**config.mk**
```make
export PLATFORM = sky130hd
export DESIGN_NAME = drv_sd_arbiter
export DESIGN_NICKNAME = d
export VERILOG_FILES = /design/src/rtl/drv_sd_arbiter.sv
export SDC_FILE = /design/constraint.sdc
export NUM_CORES = 1
export LEC_CHECK = 0
export CAP_MARGIN = 0
export CORE_ASPECT_RATIO = 1.75
export CORE_MARGIN = 5
export CORE_UTILIZATION = 33
export DETAILED_ROUTE_END_ITERATION = 10
export PLACE_DENSITY = 0.77
export SKIP_LAST_GASP = 1
export SYNTH_ARGS = -nofsm -noshare
export SYNTH_HDL_FRONTEND = slang
export SYNTH_SLANG_ARGS = --single-unit
```
**constraint.sdc**
```tcl
create_clock -name clk -period 1.95 [get_ports clk]
set_clock_uncertainty 0.05 [all_clocks]
set_input_delay 0.2925 -clock clk [delete_from_list [all_inputs] [get_ports clk]]
set_output_delay 0.2925 -clock clk [all_outputs]
set_load 0.02 [all_outputs]
```
**src/rtl/drv_sd_arbiter.sv**
```systemverilog
// rtl/drv_sd_arbiter.sv - round-robin sharing of one host SD block port among NDRV drives
//
// Each drive's track loader drives level-held rd/wr requests as if it owned the
// host SD port. This block grants one drive at a time in round-robin order,
// forwards that drive's LBA/block count to the host, and routes the host ack,
// buffer write strobe and write data back to/from the granted drive only.
//
// Ports:
//   clk, reset         clk_sys clock, synchronous active-high reset
//   drv_lba            per-drive LBA, drive i at [32*i+:32]
//   drv_blk_cnt        per-drive block count-1, drive i at [6*i+:6]
//   drv_rd / drv_wr    per-drive level requests, held until own ack rises
//   drv_ack            per-drive ack (host ack gated to the granted drive)
//   drv_buff_din       per-drive write data, drive i at [8*i+:8]
//   drv_buff_wr        per-drive buffer write strobe (gated to granted drive)
//   sd_lba/sd_blk_cnt  host LBA / block count, latched at grant
//   sd_rd / sd_wr      host requests, dropped once sd_ack rises
//   sd_ack             host ack, high for the whole transfer
//   sd_buff_wr         host buffer write strobe
//   sd_buff_din        write data to host, muxed from the granted drive
//   grant              index of the current/last granted drive
//   busy               a transfer is requested or in progress
//   err                one-cycle pulse when a request times out
//
// Optional feature (macro DRV_SD_ARB_WATCHDOG_EN): a REQ-phase watchdog that
// abandons a request after TIMEOUT cycles without sd_ack and pulses err.
// Without the macro, REQ waits indefinitely and err is constant 0.

module drv_sd_arbiter #(
    parameter int          NDRV    = 2,
    parameter logic [23:0] TIMEOUT = 24'd16000000
) (
    input  logic                 clk,
    input  logic                 reset,
    input  logic [NDRV*32-1:0]   drv_lba,
    input  logic [NDRV*6-1:0]    drv_blk_cnt,
    input  logic [NDRV-1:0]      drv_rd,
    input  logic [NDRV-1:0]      drv_wr,
    output logic [NDRV-1:0]      drv_ack,
    input  logic [NDRV*8-1:0]    drv_buff_din,
    output logic [NDRV-1:0]      drv_buff_wr,
    output logic [31:0]          sd_lba,
    output logic [5:0]           sd_blk_cnt,
    output logic                 sd_rd,
    output logic                 sd_wr,
    input  logic                 sd_ack,
    input  logic                 sd_buff_wr,
    output logic [7:0]           sd_buff_din,
    output logic [1:0]           grant,
    output logic                 busy,
    output logic                 err
);

    localparam logic [1:0] ST_IDLE = 2'd0;
    localparam logic [1:0] ST_REQ  = 2'd1;
    localparam logic [1:0] ST_XFER = 2'd2;

    logic [1:0]      state;
    logic [1:0]      rr;
    logic [1:0]      rr_next;

    logic [NDRV-1:0] pending;
    logic            any_pending;
    logic [1:0]      sel;
    int              sel_dist;
    int              best_dist;
    logic [31:0]     sel_lba;
    logic [5:0]      sel_blk_cnt;
    logic            sel_rd;
    logic            sel_wr;

    // ------------------------------------------------------------------
    // Round-robin pick: the pending drive with the smallest forward
    // distance from the rr pointer (wrapping modulo NDRV) wins.
    // ------------------------------------------------------------------
    always_comb begin
        pending     = drv_rd | drv_wr;
        any_pending = |pending;
        sel         = 2'd0;
        best_dist   = NDRV;
        sel_dist    = 0;
        for (int i = 0; i < NDRV; i++) begin
            sel_dist = (i >= int'(rr)) ? (i - int'(rr)) : (i + NDRV - int'(rr));
            if (pending[i] && (sel_dist < best_dist)) begin
                best_dist = sel_dist;
                sel       = 2'(i);
            end
        end
    end

    // Request fields of the selected drive. A simultaneous rd+wr is served
    // as the write; the read stays pending on the drive side.
    always_comb begin
        sel_lba     = '0;
        sel_blk_cnt = '0;
        sel_rd      = 1'b0;
        sel_wr      = 1'b0;
        for (int i = 0; i < NDRV; i++) begin
            if (sel == 2'(i)) begin
                sel_lba     = drv_lba[32*i +: 32];
                sel_blk_cnt = drv_blk_cnt[6*i +: 6];
                sel_wr      = drv_wr[i];
                sel_rd      = drv_rd[i] & ~drv_wr[i];
            end
        end
    end

    // Pointer moves one past the drive just served; with NDRV==1 it stays 0.
    assign rr_next = (grant == 2'(NDRV - 1)) ? 2'd0 : (grant + 2'd1);

    // ------------------------------------------------------------------
    // Return path: ack, strobe and write data follow the granted drive.
    // Kept combinational so drv_buff_wr lines up with the externally
    // broadcast buffer address.
    // ------------------------------------------------------------------
    always_comb begin
        for (int i = 0; i < NDRV; i++) begin
            drv_ack[i] = sd_ack & busy & (grant == 2'(i));
        end
    end

    assign drv_buff_wr = drv_ack & {NDRV{sd_buff_wr}};

    always_comb begin
        sd_buff_din = '0;
        for (int i = 0; i < NDRV; i++) begin
            if (grant == 2'(i)) begin
                sd_buff_din = drv_buff_din[8*i +: 8];
            end
        end
    end

`ifdef DRV_SD_ARB_WATCHDOG_EN
    logic [23:0] wd_cnt;
    logic        err_q;

    assign err = err_q;
`else
    logic unused_timeout;

    assign err            = 1'b0;
    assign unused_timeout = ^TIMEOUT;
`endif

    // ------------------------------------------------------------------
    // Arbitration FSM
    // ------------------------------------------------------------------
    always_ff @(posedge clk) begin
        if (reset) begin
            state      <= ST_IDLE;
            rr         <= 2'd0;
            grant      <= 2'd0;
            busy       <= 1'b0;
            sd_rd      <= 1'b0;
            sd_wr      <= 1'b0;
            sd_lba     <= '0;
            sd_blk_cnt <= '0;
`ifdef DRV_SD_ARB_WATCHDOG_EN
            wd_cnt     <= '0;
            err_q      <= 1'b0;
`endif
        end else begin
`ifdef DRV_SD_ARB_WATCHDOG_EN
            err_q <= 1'b0;
`endif
            case (state)
                ST_IDLE: begin
                    // A host ack still high (e.g. left over from a reset
                    // mid-transfer) belongs to nobody; wait for it to drop.
                    if (!sd_ack && any_pending) begin
                        grant      <= sel;
                        sd_lba     <= sel_lba;
                        sd_blk_cnt <= sel_blk_cnt;
                        sd_wr      <= sel_wr;
                        sd_rd      <= sel_rd;
                        busy       <= 1'b1;
                        state      <= ST_REQ;
`ifdef DRV_SD_ARB_WATCHDOG_EN
                        wd_cnt     <= '0;
`endif
                    end
                end

                ST_REQ: begin
                    if (sd_ack) begin
                        sd_rd <= 1'b0;
                        sd_wr <= 1'b0;
                        state <= ST_XFER;
                    end
`ifdef DRV_SD_ARB_WATCHDOG_EN
                    else if (wd_cnt == (TIMEOUT - 24'd1)) begin
                        // Give up on this drive; it may request again but
                        // the others get their turn first.
                        sd_rd <= 1'b0;
                        sd_wr <= 1'b0;
                        err_q <= 1'b1;
                        busy  <= 1'b0;
                        rr    <= rr_next;
                        state <= ST_IDLE;
                    end else begin
                        wd_cnt <= wd_cnt + 24'd1;
                    end
`endif
                end

                ST_XFER: begin
                    if (!sd_ack) begin
                        busy  <= 1'b0;
                        rr    <= rr_next;
                        state <= ST_IDLE;
                    end
                end

                default: begin
                    state <= ST_IDLE;
                end
            endcase
        end
    end

endmodule

```
; Word-level counts from Yosys, hierarchy flattened
; Cells that the tools add are included.
[op_classes]
n_addsub = 5
order_cmp = 4
n_eq_ne = 7
n_mux = 27
bitwise = 10
n_reduce_logical = 15
[op_table]
columns = operator, count
row1 = $mux 32, 5
row2 = $lt 32x3->1 const B, 1
row3 = $lt 32x32->1, 1
row4 = $mux 8, 2
row5 = $mux 6, 2
row6 = $mux 1, 10
row7 = $reduce_and 3->1, 3
row8 = $mux 2, 4
row9 = $eq 2x1->1 const B, 3
row10 = $logic_not 2->1, 3
row11 = $ne 2x2->1 const B, 3
row12 = $pmux 1 s2, 3
row13 = $pmux 2 s3, 1
row14 = $sub 1x2->3 const A, 2
row15 = $sub 2x2->3 const A, 2
row16 = $and 1x1->1, 5
row17 = $ge 1x2->1 const A, 2
row18 = $reduce_and 2->1, 2
row19 = $reduce_bool 2->1, 2
row20 = $logic_and 1x1->1, 3
row21 = $not 1->1, 3
row22 = $add 2x1->2 const B, 1
row23 = $and 2x2->2, 1
row24 = $eq 2x2->1 const B, 1
row25 = other kinds (3), 3
[totals]
reg_bits = 47
input_bits = 100
wordCells = 76

; Longest topological paths before layout
[depth]
ltp_word = 13
depth_mapped = 8
mapped_depth_nobuf = 6

; Worst setup path after synthesis
; Ideal clock, no wire load.
[synth_path]
path_type = input to register
from = in drv_wr[0]
to = reg sd_lba[25]
setup_ps = 79
arrival_ps = 1734
path_slack_ps = 87
stages = 8
cell_sequence = or2_2 > ha_1 > nand2b_1 > o221a_2 > buf_6 > buf_6 > a21oi_1 > a211oi_2
[synth_via]
elab_chain_cells = 9
word_cells_on_any_way = 13
[synth_lines]
columns = item, line
row1 = "start, declared", 38  ; input logic [NDRV-1:0] drv_wr,
row2 = $or 2x2->2 (*), 77  ; pending = drv_rd | drv_wr;
row3 = $logic_and 1x1->1, 84  ; if (pending[i] && (sel_dist < best_dist)) begin
row4 = $mux 32, 84
row5 = $lt 32x32->1, 84
row6 = $logic_and 1x1->1, 84
row7 = $mux 1, 84
row8 = $logic_not 2->1, 99  ; if (sel == 2'(i)) begin
row9 = $mux 32 (2 in series), 99
row10 = "end signal, assigned", 172  ; sd_lba <= sel_lba;
row11 = "end, declared", 42  ; output logic [31:0] sd_lba,
; Mark *: on every way between the ends. The rest lies on a longest branch, timed or not.
; A chain may end at the register's enable or synchronous reset.

; Worst setup path after layout
[layout_path]
from = in sd_ack
to = out drv_buff_wr[0]
[layout_via]
elab_chain_cells = 3
[layout_lines]
columns = item, line
row1 = "start, declared", 46  ; input logic sd_ack,
row2 = $and 1x1->1 (2 in series), 118  ; drv_ack[i] = sd_ack & busy & (grant == 2'(i));
row3 = $and 2x2->2, 122  ; assign drv_buff_wr = drv_ack & {NDRV{sd_buff_wr}};
row4 = "end, declared", 41  ; output logic [NDRV-1:0] drv_buff_wr,
; Every way passes these cells.

==> impl_metrics.csv <==
group,metric,value,unit
status,run_status,"finished clean",
setup_path,path_buf_inv,3,
sta,timing.final.ws_setup,0.09369,ns
sta,finalSetupViolations,0,
yosys,avgSynthCellArea,8.659,um2
yosys,synth-xor-area-share,0.003652,
sta,finalMaxSlewViolations,0,
yosys,netlist.top_cell.by_area,"sky130_fd_sc_hd__dfxtp_1",
yosys,ys_warn_count,0,
cts,clock_tree.root_cell,"sky130_fd_sc_hd__clkbuf_16",
placement,placement.setup.worst_slack,-0.4126,ns
yosys,yosys_most_used_dff,"sky130_fd_sc_hd__dfxtp_1",
yosys,synth_simple_gate_area_frac,0.1784,
cells_and_area,antenna_cells,0,
cts,cts.sink_count,45,
floorplanning,initial_core_util,0.3364,
yosys,synth-seq-area-share,0.3756,
global_route,number_of_antenna_violations_at_the_first_check_in_global_routing,0,
cells_and_area,fill_cells,664,
drt,final_wl,8717,um
cts,cts_tree,"done",
drt,final_antenna_net_count,0,
yosys,synth_top_family_by_area,"compound AO/OA/AOI/OAI gates",
global_route,grt_max_degree,26,
setup_path,r2r-start,"rr[0]",
cells_and_area,fin_nets,542,
yosys,synth_top_cells_by_area,"sky130_fd_sc_hd__dfxtp_1 (38%), sky130_fd_sc_hd__a211oi_2 (9.9%), sky130_fd_sc_hd__nand2_1 (6.7%)",
power_and_ir_drop,static-leakage-power,1.746,nW
yosys,synth.distinct_cells,36,
setup_path,worst_setup_path_end_kind,"primary output",
setup_path,critPathLaunchType,"input pin",
floorplanning,die_width,74.45,um
sta,rsz_0062_raised_after_global_routing,"no",
drt,drtPass1Iterations,4,
cts,cts-htree-levels,2,
yosys,synth.ff_latch_count,45,
power_and_ir_drop,irDropWorstVdd,0.3933,mV
setup_path,r2r_slack,0.34,ns
drt,vias,2678,
placement,post_dp_cell_area,4151,um2
cts,cts_made_buffers,5,
global_route,gr_usage_total,0.1845,
sta,final.period_utilization,0.9520,
setup_path,slowest_stage_cell_on_the_critical_path,"sky130_fd_sc_hd__clkdlybuf4s50_1",
cts,clock_latency_reported_for_the_late_side_of_the_worst_skew_pair,0.28,ns
sta,timing.fmax,0.5387,GHz
placement,detailedPlacementHpwl,6531,um
drt,post-route-drc-count,0,
drt,routed_wire_length_per_instance,16.54,um
setup_path,worstRegToRegCells,5,
yosys,synth_mux_area_frac,0.03756,
drt,drt_iter0_markers,121,
power_and_ir_drop,design_power_total,0.002926,W
global_route,first_global_vias,2772,
yosys,synth-edff-count,0,
cts,post_cts_hold_buffers,0,
floorplanning,floorplan.rows,41,
global_route,wire_length_of_the_first_global_routing_pass,12970,um
setup_path,timing.critical_path.fanout_max,5,
yosys,synth_cells,277,
yosys,synth_common_cells,"sky130_fd_sc_hd__dfxtp_1 (45), sky130_fd_sc_hd__nand2_1 (43), sky130_fd_sc_hd__nor2_1 (40)",
sta,slew_headroom,0.5983,
setup_path,timing.setup.critical_path_class,"input pin to primary output",
setup_path,cp_num_cells,5,
sta,fin_crit,1.856,ns
placement,gp_congestion,0.7336,
sta,finalHoldViolCount,0,
placement,number_of_buffers_inserted_by_port_buffering,153,
job,number_of_maximum_capacitance_violations,0,
setup_path,crit_family,"buffers and inverters",
yosys,mappedNetlistArea,2399,um2
setup_path,worst_flop_to_flop_path_endpoint,"sd_blk_cnt[1]",
setup_path,slowest_delay,0.53,ns
global_route,gr-total-overflow,0,
yosys,synth_fa_ha_area_frac,0.01043,
setup_path,critical_path.endpoint,"drv_buff_wr[0]",
cells_and_area,postLayoutCellArea,4402,um2
yosys,synth-compound-area-share,0.3177,
setup_path,cp_cell_sequence,"clkdlybuf4s50_1, buf_4, nand2_1, nor3_1, dlygate4sd2_1",
min_path,timing.hold.worst.class,"input pin to flop",
floorplanning,placeableCoreArea,7131,um2
yosys,async_flop_share,0,
sta,worst-slew-pin-transition,0.6025,ns
yosys,post-synth-top-count-cell,"sky130_fd_sc_hd__dfxtp_1",
setup_path,setup.worst_path.start,"sd_ack",
cells_and_area,fraction_of_layout_instances_using_a_drive_strength_above_1,0.2018,
cells_and_area,area_growth,83.52,%
yosys,yosys.area.top_type_share,0.3756,
cts,max-clock-path-buffers,2,
floorplanning,die_h,122.8,um
drt,detail_route.vias_per_cell,5.082,
floorplanning,dieArea,9140,um2
setup_path,worst_ep_required_time,1.61,ns
setup_path,cp_data_arrival_time,1.51,ns
power_and_ir_drop,power.density,664.7,nW/um2
floorplanning,io_pins,156,
sta,setup-tns-final,0,ns
cts,clkSlewWorstSetupHoldPaths,0.06,ns
sta,finalHoldWorstSlack,0.4402,ns
tightest hold or removal path, stage by stage:
cell and delay, ns:
sky130_fd_sc_hd__clkbuf_2 0.10, sky130_fd_sc_hd__buf_4 0.11, sky130_fd_sc_hd__nor2b_1 0.04, sky130_fd_sc_hd__a21oi_1 0.11, sky130_fd_sc_hd__o32ai_1 0.08
power by group:
part	internal, W	total (W)	leakage [nW]	switching (W)
Clock	0.000477	0.000807	0.0652	0.000331
Sequential	0.00100	0.00105	0.373	0.0000463
Combinational	0.000579	0.00107	1.31	0.000490
cell families after synthesis:
kind of cell,count (synthesis)
other cells,2
buf+inv,29
compound gates,92
fa+ha+maj,2
flops,45
xor+xnor,1
mux,8
simple gates,98
metal layers:
metal,track usage,vias up,wire [um]
li1,-,1294,-
met1,0.1769,1262,2874
met2,0.3645,110,5023
met3,0.03934,12,641
met4,0.06793,0,177
met5,0,-,0
state kept, by name, indices dropped and copies added (netlist names):
name and count:
busy 1, grant 1, rr 1, sd_blk_cnt 6
sd_lba 32, sd_rd 1, sd_wr 1, state 2
worst min-delay path by stage:
stage | to | slack, ns | cells past startpoint | startpoint
after floorplan | sd_lba[10] | 0.38 | 2 | drv_lba[10]
after global placement | sd_rd | 0.42 | 2 | sd_rd
after detailed placement | sd_rd | 0.44 | 2 | sd_rd
after CTS | sd_rd | 0.45 | 2 | sd_rd
after global routing | sd_rd | 0.46 | 2 | sd_rd
final | sd_rd | 0.44 | 5 | drv_wr[0]
cell usage in the layout, fill, tap and decap left out, types with 5 or more instances in the layout:
cell / Yosys / final
sky130_fd_sc_hd__dfxtp_1: 45 / 44
sky130_fd_sc_hd__buf_12: 0 / 8
sky130_fd_sc_hd__dlygate4sd2_1: 0 / 11
sky130_fd_sc_hd__a21oi_1: 25 / 25
sky130_fd_sc_hd__nor2_1: 40 / 40
sky130_fd_sc_hd__buf_4: 4 / 15
sky130_fd_sc_hd__nand2_1: 43 / 43
sky130_fd_sc_hd__conb_1: 2 / 5
sky130_fd_sc_hd__mux2_2: 8 / 8
sky130_fd_sc_hd__a211oi_2: 19 / 19
sky130_fd_sc_hd__clkdlybuf4s50_1: 0 / 138
sky130_fd_sc_hd__clkbuf_16: 0 / 5
sky130_fd_sc_hd__a211oi_1: 21 / 21
sky130_fd_sc_hd__a21oi_2: 17 / 17
stage by stage:
step | util | cells
finish | 0.6173 | 527
global route | 0.6173 | 527
CTS | 0.6177 | 527
global placement | 0.5822 | 514
detailed placement | 0.5822 | 514
floorplan | - | 280
area by class of cell:
cell class                      count  area (um2)  area share
Tap cell                           86       107.6     0.02445
Inverter                            3       11.26    0.002558
Timing Repair Buffer              179        1871      0.4250
Multi-Input combinational cell    206        1371      0.3115
Clock buffer                        8       136.4     0.03098
Sequential cell                    45       904.6      0.2055
repair_timing:
item,4_1_cts,5_1_grt
setup endpoints to repair,51,33
resized for setup,17,6
gates cloned,3,0
pin swaps,3,1
setup buffers,2,0
No activity file was read; power rests on OpenSTA's default activity.
